--- src/rtl/csa_reduce_pipe.sv ---
// Pipelined carry-save tree: NUM_IN operands reduced to S1/S2, one register per level.
// Define CSA_FINAL_ADD_EN to add sum_out = S1 + S2 after the last stage.
module csa_reduce_pipe #(
  parameter int WIDTH  = 32,
  parameter int NUM_IN = 5
) (
  input  logic                    clk,
  input  logic                    rst_n,
  input  logic [NUM_IN*WIDTH-1:0] in_ops,
  input  logic                    in_valid,
  output logic                    in_ready,
  output logic [WIDTH-1:0]        S1,
  output logic [WIDTH-1:0]        S2,
  output logic                    out_valid,
`ifdef CSA_FINAL_ADD_EN
  output logic [WIDTH-1:0]        sum_out,
`endif
  input  logic                    out_ready
);

  function automatic int next_cnt(input int n);
    return 2 * (n / 3) + (n % 3);
  endfunction

  function automatic int cnt_at(input int k);
    int c;
    c = NUM_IN;
    for (int i = 0; i < k; i++) c = next_cnt(c);
    return c;
  endfunction

  function automatic int lvl_num();
    int c;
    int l;
    c = NUM_IN;
    l = 0;
    for (int i = 0; i < 8; i++) begin
      if (c > 2) begin
        c = next_cnt(c);
        l++;
      end
    end
    return l;
  endfunction

  function automatic logic [WIDTH-1:0] maj(
    input logic [WIDTH-1:0] a,
    input logic [WIDTH-1:0] b,
    input logic [WIDTH-1:0] c
  );
    return (a & b) | (a & c) | (b & c);
  endfunction

  localparam int L = lvl_num();

  if (NUM_IN < 3 || NUM_IN > 8) begin : g_bad
    $error("csa_reduce_pipe: NUM_IN must be in 3..8");
  end

  genvar k;
  for (k = 0; k < L; k++) begin : g_lvl
    localparam int NI = cnt_at(k);
    localparam int NO = cnt_at(k + 1);
    localparam int NG = NI / 3;
    localparam int NR = NI % 3;

    logic [NI-1:0][WIDTH-1:0] w_src;
    logic [NO-1:0][WIDTH-1:0] w_nxt;
    logic [NO-1:0][WIDTH-1:0] r_data;
    logic                     r_vld;
    logic                     w_up_vld;
    logic                     w_dn_rdy;
    logic                     w_rdy;

    if (k == 0) begin : g_head
      assign w_src    = in_ops;
      assign w_up_vld = in_valid;
    end else begin : g_body
      assign w_src    = g_lvl[k-1].r_data;
      assign w_up_vld = g_lvl[k-1].r_vld;
    end

    if (k == L - 1) begin : g_tail
      assign w_dn_rdy = out_ready;
    end else begin : g_mid
      assign w_dn_rdy = g_lvl[k+1].w_rdy;
    end

    // a stage may take new data when empty or when its content moves on
    assign w_rdy = !r_vld || w_dn_rdy;

    always_comb begin
      w_nxt = '0;
      for (int g = 0; g < NG; g++) begin
        w_nxt[2*g] = w_src[3*g] ^ w_src[3*g+1] ^ w_src[3*g+2];
        w_nxt[2*g+1] =
          maj(w_src[3*g], w_src[3*g+1], w_src[3*g+2]) << 1;
      end
      for (int r = 0; r < NR; r++) begin
        w_nxt[2*NG+r] = w_src[3*NG+r];
      end
    end

    always_ff @(posedge clk or negedge rst_n) begin
      if (!rst_n) begin
        r_vld  <= 1'b0;
        r_data <= '0;
      end else if (w_rdy) begin
        r_vld <= w_up_vld;
        if (w_up_vld) r_data <= w_nxt;
      end
    end
  end

  assign in_ready  = g_lvl[0].w_rdy;
  assign out_valid = g_lvl[L-1].r_vld;
  assign S1        = g_lvl[L-1].r_data[0];
  assign S2        = g_lvl[L-1].r_data[1];

`ifdef CSA_FINAL_ADD_EN
  assign sum_out = S1 + S2;
`endif

endmodule

--- config.mk ---
export PLATFORM = sky130hd
export DESIGN_NAME = csa_reduce_pipe
export DESIGN_NICKNAME = d
export VERILOG_FILES = /design/src/rtl/csa_reduce_pipe.sv
export SDC_FILE = /design/constraint.sdc
export NUM_CORES = 1
export LEC_CHECK = 0
export CAP_MARGIN = 40
export CELL_PAD_IN_SITES_DETAIL_PLACEMENT = 1
export CELL_PAD_IN_SITES_GLOBAL_PLACEMENT = 1
export CORE_MARGIN = 2
export CORE_UTILIZATION = 48
export DETAILED_ROUTE_END_ITERATION = 10
export PLACE_DENSITY_LB_ADDON = 0.1
export SLEW_MARGIN = 20
export SYNTH_ARGS = -nofsm -noshare
export SYNTH_HDL_FRONTEND = slang
export SYNTH_SLANG_ARGS = --single-unit
--- constraint.sdc ---
create_clock -name clk -period 3.8 [get_ports clk]
set_clock_uncertainty 0.15 [all_clocks]
set_input_delay 0.95 -clock clk [delete_from_list [all_inputs] [get_ports clk]]
set_output_delay 0.95 -clock clk [all_outputs]
set_load 0.02 [all_outputs]
Yosys cells after proc, flatten, opt, wreduce, memory -nomap -nowiden
Cells that the tools add are included.
- register bits after elaboration: 288
- bits of input ports: 164
- output and inout bits: 66
- bitwise gates (word level): 21
- reduce and logical (&&, ||, !) cells: 9
- operators with widths (kind ; number):
    AND 31 bit ; 9
    XOR 32 bit ; 6
    bitwise OR 31 bit ; 6
    AND reduction 2 bit ; 3
    zero test 1 bit ; 3
    logical OR 1 bit ; 3

Longest topological paths before layout
Gate-level depths: netlist of the first run.
- depth in word-level cells: 5
- gate-level depth with buffers: 5

Worst setup path before layout of the first run
No wires, ideal clock.
- path type: input -> output
- start: input out_ready
- end: output in_ready
- arrival: 1.268 ns
- slack: 1.432 ns
- stages on the path: 1
- path through: nand4b_2
- longest elaborated chain between the ends: 3
- RTL lines (item ; RTL line ; source):
    start, declared ; 18 ; input logic out_ready
    logical OR 1 bit (3 in a row) ; 90 ; assign w_rdy = !r_vld || w_dn_rdy;
    end, declared ; 11 ; output logic in_ready,
No other way between the ends.

Final worst setup path of the first run
Same ends and word-level chain as after synthesis.

==> flow_summary.json, run 1 <==
{
  "status": "completed",
  "min_path_type": "input port to async pin",
  "final_hold_viol_count": 0,
  "path_buf_inv": 2,
  "final_nets": 1213,
  "core_region_area_um2": 25910,
  "drt_iter0_drc": 200,
  "cp_slowest_cell": "clkdlybuf4s50_1",
  "clk_pin_slew_ns": 0.06,
  "crit_path_max_incr_delay_ns": 0.61,
  "worst_slack_ns": 0.3829,
  "synth_area_leader_cell": "dfrtp_1",
  "use_met2_pct": 36.91,
  "post-cts-setup-buffers": 0,
  "cts_buffers": 31,
  "drive_above_1_share_pct": 32.96,
  "cts_hold_buf": 0,
  "dr.pass1.iters": 4,
  "dp_hpwl_um": 18910,
  "initial_core_util_pct": 48.70,
  "min_period_ns": 3.417,
  "grt_pass1_wl_um": 44690,
  "cts_resized": 0,
  "area.growth.synth_to_final_pct": 30.16,
  "grt_pass1_vias": 8144,
  "io_pins": 230,
  "setup.worst_path.class": "input port to primary output",
  "diodes": 0,
  "maxCapViolations": 0,
  "place_area_um2": 15330,
  "ant_nets": 0,
  "synth_cells": 712,
  "crit_path_end_kind": "primary output",
  "port_buffers": 228,
  "finalNonFillerCells": 1315,
  "use_met3_pct": 4.147,
  "drv_slew": 0,
  "worstPathArrival_ns": 2.32,
  "std_cell_rows": 59,
  "dp.cells": 1258,
  "antenna_found_initial": 1,
  "leakage_nw": 6.778,
  "synth-seq-area-share_pct": 57.11,
  "top_usage_layer": "met2",
  "clk_latency_ns": 0.54,
  "cts_tree": "built",
  "ir_drop_uv": 399.6,
  "die_w_um": 166.1,
  "wl_per_cell_um": 20.51,
  "final_common_cell": "dfrtp_1",
  "rsz0062_at_grt": "no",
  "setup.worst_path.start_class": "input port",
  "vias": 6729,
  "yosysTopAreaCellShare_pct": 57.11,
  "synth_nets": 969,
  "critical_path.max_fanout": 3,
  "grt.met1_usage_pct": 25.30,
  "h-tree-depth": 1,
  "dieArea_um2": 27600,
  "setup_viol": 0,
  "p_total_mw": 11.45,
  "post-route-period-util_pct": 89.92,
  "setup_tns_ns": 0,
  "worstMarginPinSlew_ns": 0.6488,
  "clock-sinks": 288,
  "slew_headroom_pct": 56.75,
  "track_usage_pct": 20.33,
  "avgViaCountPerCell": 5.117,
  "yosys_register_bits": 288,
  "clockBufferDepth": 3,
  "finalInstanceArea_um2": 16430,
  "avgSynthCellArea_um2": 17.72,
  "critPathRequiredTime_ns": 2.70,
  "drc": 0,
  "gr-total-overflow": 0,
  "die_h_um": 166.1,
  "dp_slack_ns": 0.3867,
  "place.gp.congestion": 0.7360,
  "crit_chain": "clkdlybuf4s50_1 > nand4b_2 > clkdlybuf4s50_1",
  "wl_um": 26970,
  "grt_max_degree": 83,
  "cpMostUsedCell": "clkdlybuf4s50_1",
  "powerDensity_nw_per_um2": 696.8,
  "ys_types": 15,
  "yosys_warnings": 0,
  "syn_area_um2": 12620,
  "final_cell_mix": "288 x dfrtp_1, 255 x mux2_2, 227 x clkdlybuf4s50_1",
  "root_buffer": "clkbuf_16",
  "fmax_ghz": 0.2926,
  "ys_top_cells_by_area": "dfrtp_1 57%, mux2_2 23%, fa_1 14%, mux2_1 2.7%, buf_6 0.80%",
  "cp_top_family": "buffers and inverters"
}
==> metrics by stage <==
stage               utilization, %  hold slack (ns)
detailed placement           59.15           0.3304
global route                 63.39           0.2591
CTS                          63.39           0.2501
global placement             59.15           0.3212
finish                       63.39           0.2244
floorplan                        -           0.3102
==> worst register-to-register path, stage by stage (launching register included) <==
cell	delay, ns
dfrtp_1	0.46
nand4b_2	0.25
nand2_8	0.46
buf_12	0.31
mux2_2	0.37
==> cell usage after synthesis (all sizes together) <==
master	number
ha	2
fa	91
dfrtp	288
nand3b	1
xnor2	6
mux2	285
nand2	3
nand4b	1
conb	1
buf	30
nand2b	4
==> power breakdown <==
group | switching (mW) | leakage, nW | internal [mW]
Clock | 1.18 | 0.538 | 1.98
Sequential | 0.732 | 3.36 | 4.08
Combinational | 1.48 | 2.88 | 2.00
Total | 3.39 | 6.78 | 8.06
==> metal layers <==
metal,vias up,routed length [um]
li1,2929,-
met1,3594,10560
met2,161,14540
met3,43,1323
met4,2,547
met5,-,7
==> flip-flops by register name, summed over array words and instances (netlist names) <==
signal,flops
S1,32
S2,31
g_lvl.r_data,222
g_lvl.r_vld,2
out_valid,1
==> cell families after synthesis <==
kind of cell | after synthesis | share of synthesized area [%]
fa+ha+maj | 93 | 14.63
other cells | 1 | 0.02972
simple gates | 9 | 0.5255
flops | 288 | 57.11
buf+inv | 30 | 1.854
mux | 285 | 25.43
xor+xnor | 6 | 0.4164
==> worst paths after layout <==
path,end,cells past startpoint,slack [ns],start
max,in_ready,3,0.38,out_ready
min,g_lvl[0].r_data[20],1,0.22,rst_n
max reg2reg,g_lvl[0].r_data[105],4,1.69,g_lvl[1].r_vld
min reg2reg,g_lvl[0].r_data[116],1,0.34,g_lvl[0].r_data[116]
max in group asynchronous,g_lvl[1].r_data[64],2,2.38,rst_n
min in group clk,g_lvl[0].r_data[116],1,0.34,g_lvl[0].r_data[116]
==> cell type report <==
| type | instances | area [um2] |
|---|---|---|
| Fill cell | 2292 | 9485 |
| Sequential cell | 288 | 7207 |
| Multi-Input combinational cell | 394 | 5202 |
| Timing Repair Buffer | 241 | 2497 |
| Clock buffer | 49 | 953.4 |
| Tap cell | 335 | 419.2 |
| Clock inverter | 8 | 146.4 |
Power figures use the tool's default switching activity.
==> run 2, diff against run 1 <==
- MAX_ROUTING_LAYER: unset -> met4
==> flow_summary.json, run 2 (synthesis gave the netlist of run 1 again) <==
{
  "status": "completed",
  "switchingPower_mw": 3.381,
  "powerDensity_nw_per_um2": 696.3,
  "p_int_mw": 8.059,
  "final_common_cell": "dfrtp_1",
  "dp_hpwl_um": 18910,
  "crit_chain": "clkdlybuf4s50_1 > nand4b_2 > clkdlybuf4s50_1",
  "setup_tns_ns": 0,
  "pwr-share-comb_pct": 30.4,
  "dieArea_um2": 27600,
  "grt_pass1_wl_um": 44660,
  "ant_nets": 0,
  "post-cts-setup-buffers": 0,
  "clk_pin_slew_ns": 0.06,
  "setup.worst_path.class": "input port to primary output",
  "seq_area_um2": 7207,
  "critPathRequiredTime_ns": 2.70,
  "gr-total-overflow": 0,
  "setup.worst_path.start_class": "input port",
  "die_h_um": 166.1,
  "worst_slack_ns": 0.3796,
  "clk_latency_ns": 0.54,
  "clockBufferDepth": 3,
  "antenna_found_initial": 1,
  "ir_drop_uv": 399.5,
  "leakage_nw": 6.778,
  "seq_power_share_pct": 42.0,
  "io_pins": 230,
  "final_nets": 1213,
  "critical_path.max_fanout": 3,
  "drt_iter0_drc": 197,
  "cpMostUsedCell": "clkdlybuf4s50_1",
  "fin_util_pct": 63.40,
  "crit_path_max_incr_delay_ns": 0.61,
  "min_path_type": "input port to async pin",
  "worstMarginPinSlew_ns": 0.6420,
  "drc": 0,
  "drive_above_1_share_pct": 32.96,
  "std_cell_rows": 59,
  "slew_headroom_pct": 57.20,
  "vias": 6707,
  "area.growth.synth_to_final_pct": 30.18,
  "avgViaCountPerCell": 5.097,
  "cts_buffers": 31,
  "initial_core_util_pct": 48.70,
  "p_clk_share_pct": 27.6,
  "maxCapViolations": 0,
  "port_buffers": 228,
  "final_cell_mix": "288 x dfrtp_1, 255 x mux2_2, 227 x clkdlybuf4s50_1",
  "cts_tree": "built",
  "grt_max_degree": 83,
  "place.gp.congestion": 0.7450,
  "h-tree-depth": 1,
  "min_period_ns": 3.420,
  "dp.cells": 1258,
  "crit_path_end_kind": "primary output",
  "wl_um": 26960,
  "track_usage_pct": 20.98,
  "dp_slack_ns": 0.3867,
  "core_region_area_um2": 25910,
  "wl_per_cell_um": 20.49,
  "fmax_ghz": 0.2924,
  "root_buffer": "clkbuf_16",
  "final_hold_viol_count": 0,
  "finalNonFillerCells": 1316,
  "largest_register_ff_count": 222,
  "cts_hold_buf": 0,
  "drv_slew": 0,
  "rsz0062_at_grt": "no",
  "die_w_um": 166.1,
  "clock-sinks": 288,
  "worstPathArrival_ns": 2.32,
  "cts_resized": 0,
  "grt_pass1_vias": 8145,
  "nFillCells": 2293,
  "post-route-period-util_pct": 90.01,
  "setup_viol": 0,
  "cp_slowest_cell": "clkdlybuf4s50_1",
  "dr.pass1.iters": 3,
  "largest_register": "g_lvl.r_data",
  "multiInputGateArea_um2": 5202,
  "swShare_pct": 29.55
}
## run 2: cell types whose count changed in the layout (fill, tap and decap cells not counted)
cell	change
diode_2	+1
## run 2: worst max-delay path: cells and delay by family
| family | cells | cell delay, ns |
|---|---|---|
| buffers and inverters | 2 | 1.05 |
| and+or+nand+nor | 1 | 0.32 |
## run 2: power by group through the flow
stage          clock [mW]  combinational, mW  sequential [mW]
2_1_floorplan           0               1.57             5.10
3_3_place_gp            0               3.30             4.79
3_5_place_dp            0               3.50             4.87
4_1_cts              3.24               3.56             4.84
5_1_grt              3.37               3.84             4.96
6_report             3.16               3.48             4.81
## run 2: area by class of cell
| cell class | count | share of cell area, % |
|---|---|---|
| Antenna cell | 1 | 0.01523 |
| Multi-Input combinational cell | 394 | 31.67 |
| Clock buffer | 49 | 5.803 |
| Sequential cell | 288 | 43.87 |
| Tap cell | 335 | 2.551 |
| Timing Repair Buffer | 241 | 15.20 |
| Clock inverter | 8 | 0.8911 |
## run 2: metrics by stage
step                      hold slack [ns]  power [mW]  instance area, um2
final                              0.2261       11.44               16430
after global routing               0.2621       12.17               16430
after CTS                          0.2501       11.64               16430
after detailed placement           0.3304       8.367               15330
after global placement             0.3212       8.096               15330
after floorplan                    0.3102       6.674               12620
## run 2: worst paths after layout
check                                      from                    to  slack (ns)  depth (start not counted)
setup / recovery                      out_ready              in_ready        0.38                          3
hold / removal                            rst_n   g_lvl[0].r_data[20]        0.23                          1
setup reg to reg                 g_lvl[1].r_vld  g_lvl[0].r_data[105]        1.67                          4
hold reg to reg            g_lvl[0].r_data[116]  g_lvl[0].r_data[116]        0.34                          1
max in group asynchronous                 rst_n  g_lvl[0].r_data[126]        2.38                          2
min in group clk           g_lvl[0].r_data[116]  g_lvl[0].r_data[116]        0.34                          1
## run 2: routing by layer
| layer | wire length (um) | global-route usage, % | up-vias |
|---|---|---|---|
| li1 | - | - | 2931 |
| met1 | 10620 | 25.43 | 3576 |
| met2 | 14480 | 36.84 | 158 |
| met3 | 1321 | 4.123 | 42 |
| met4 | 541 | 4.272 | 0 |
| met5 | 0 | - | - |
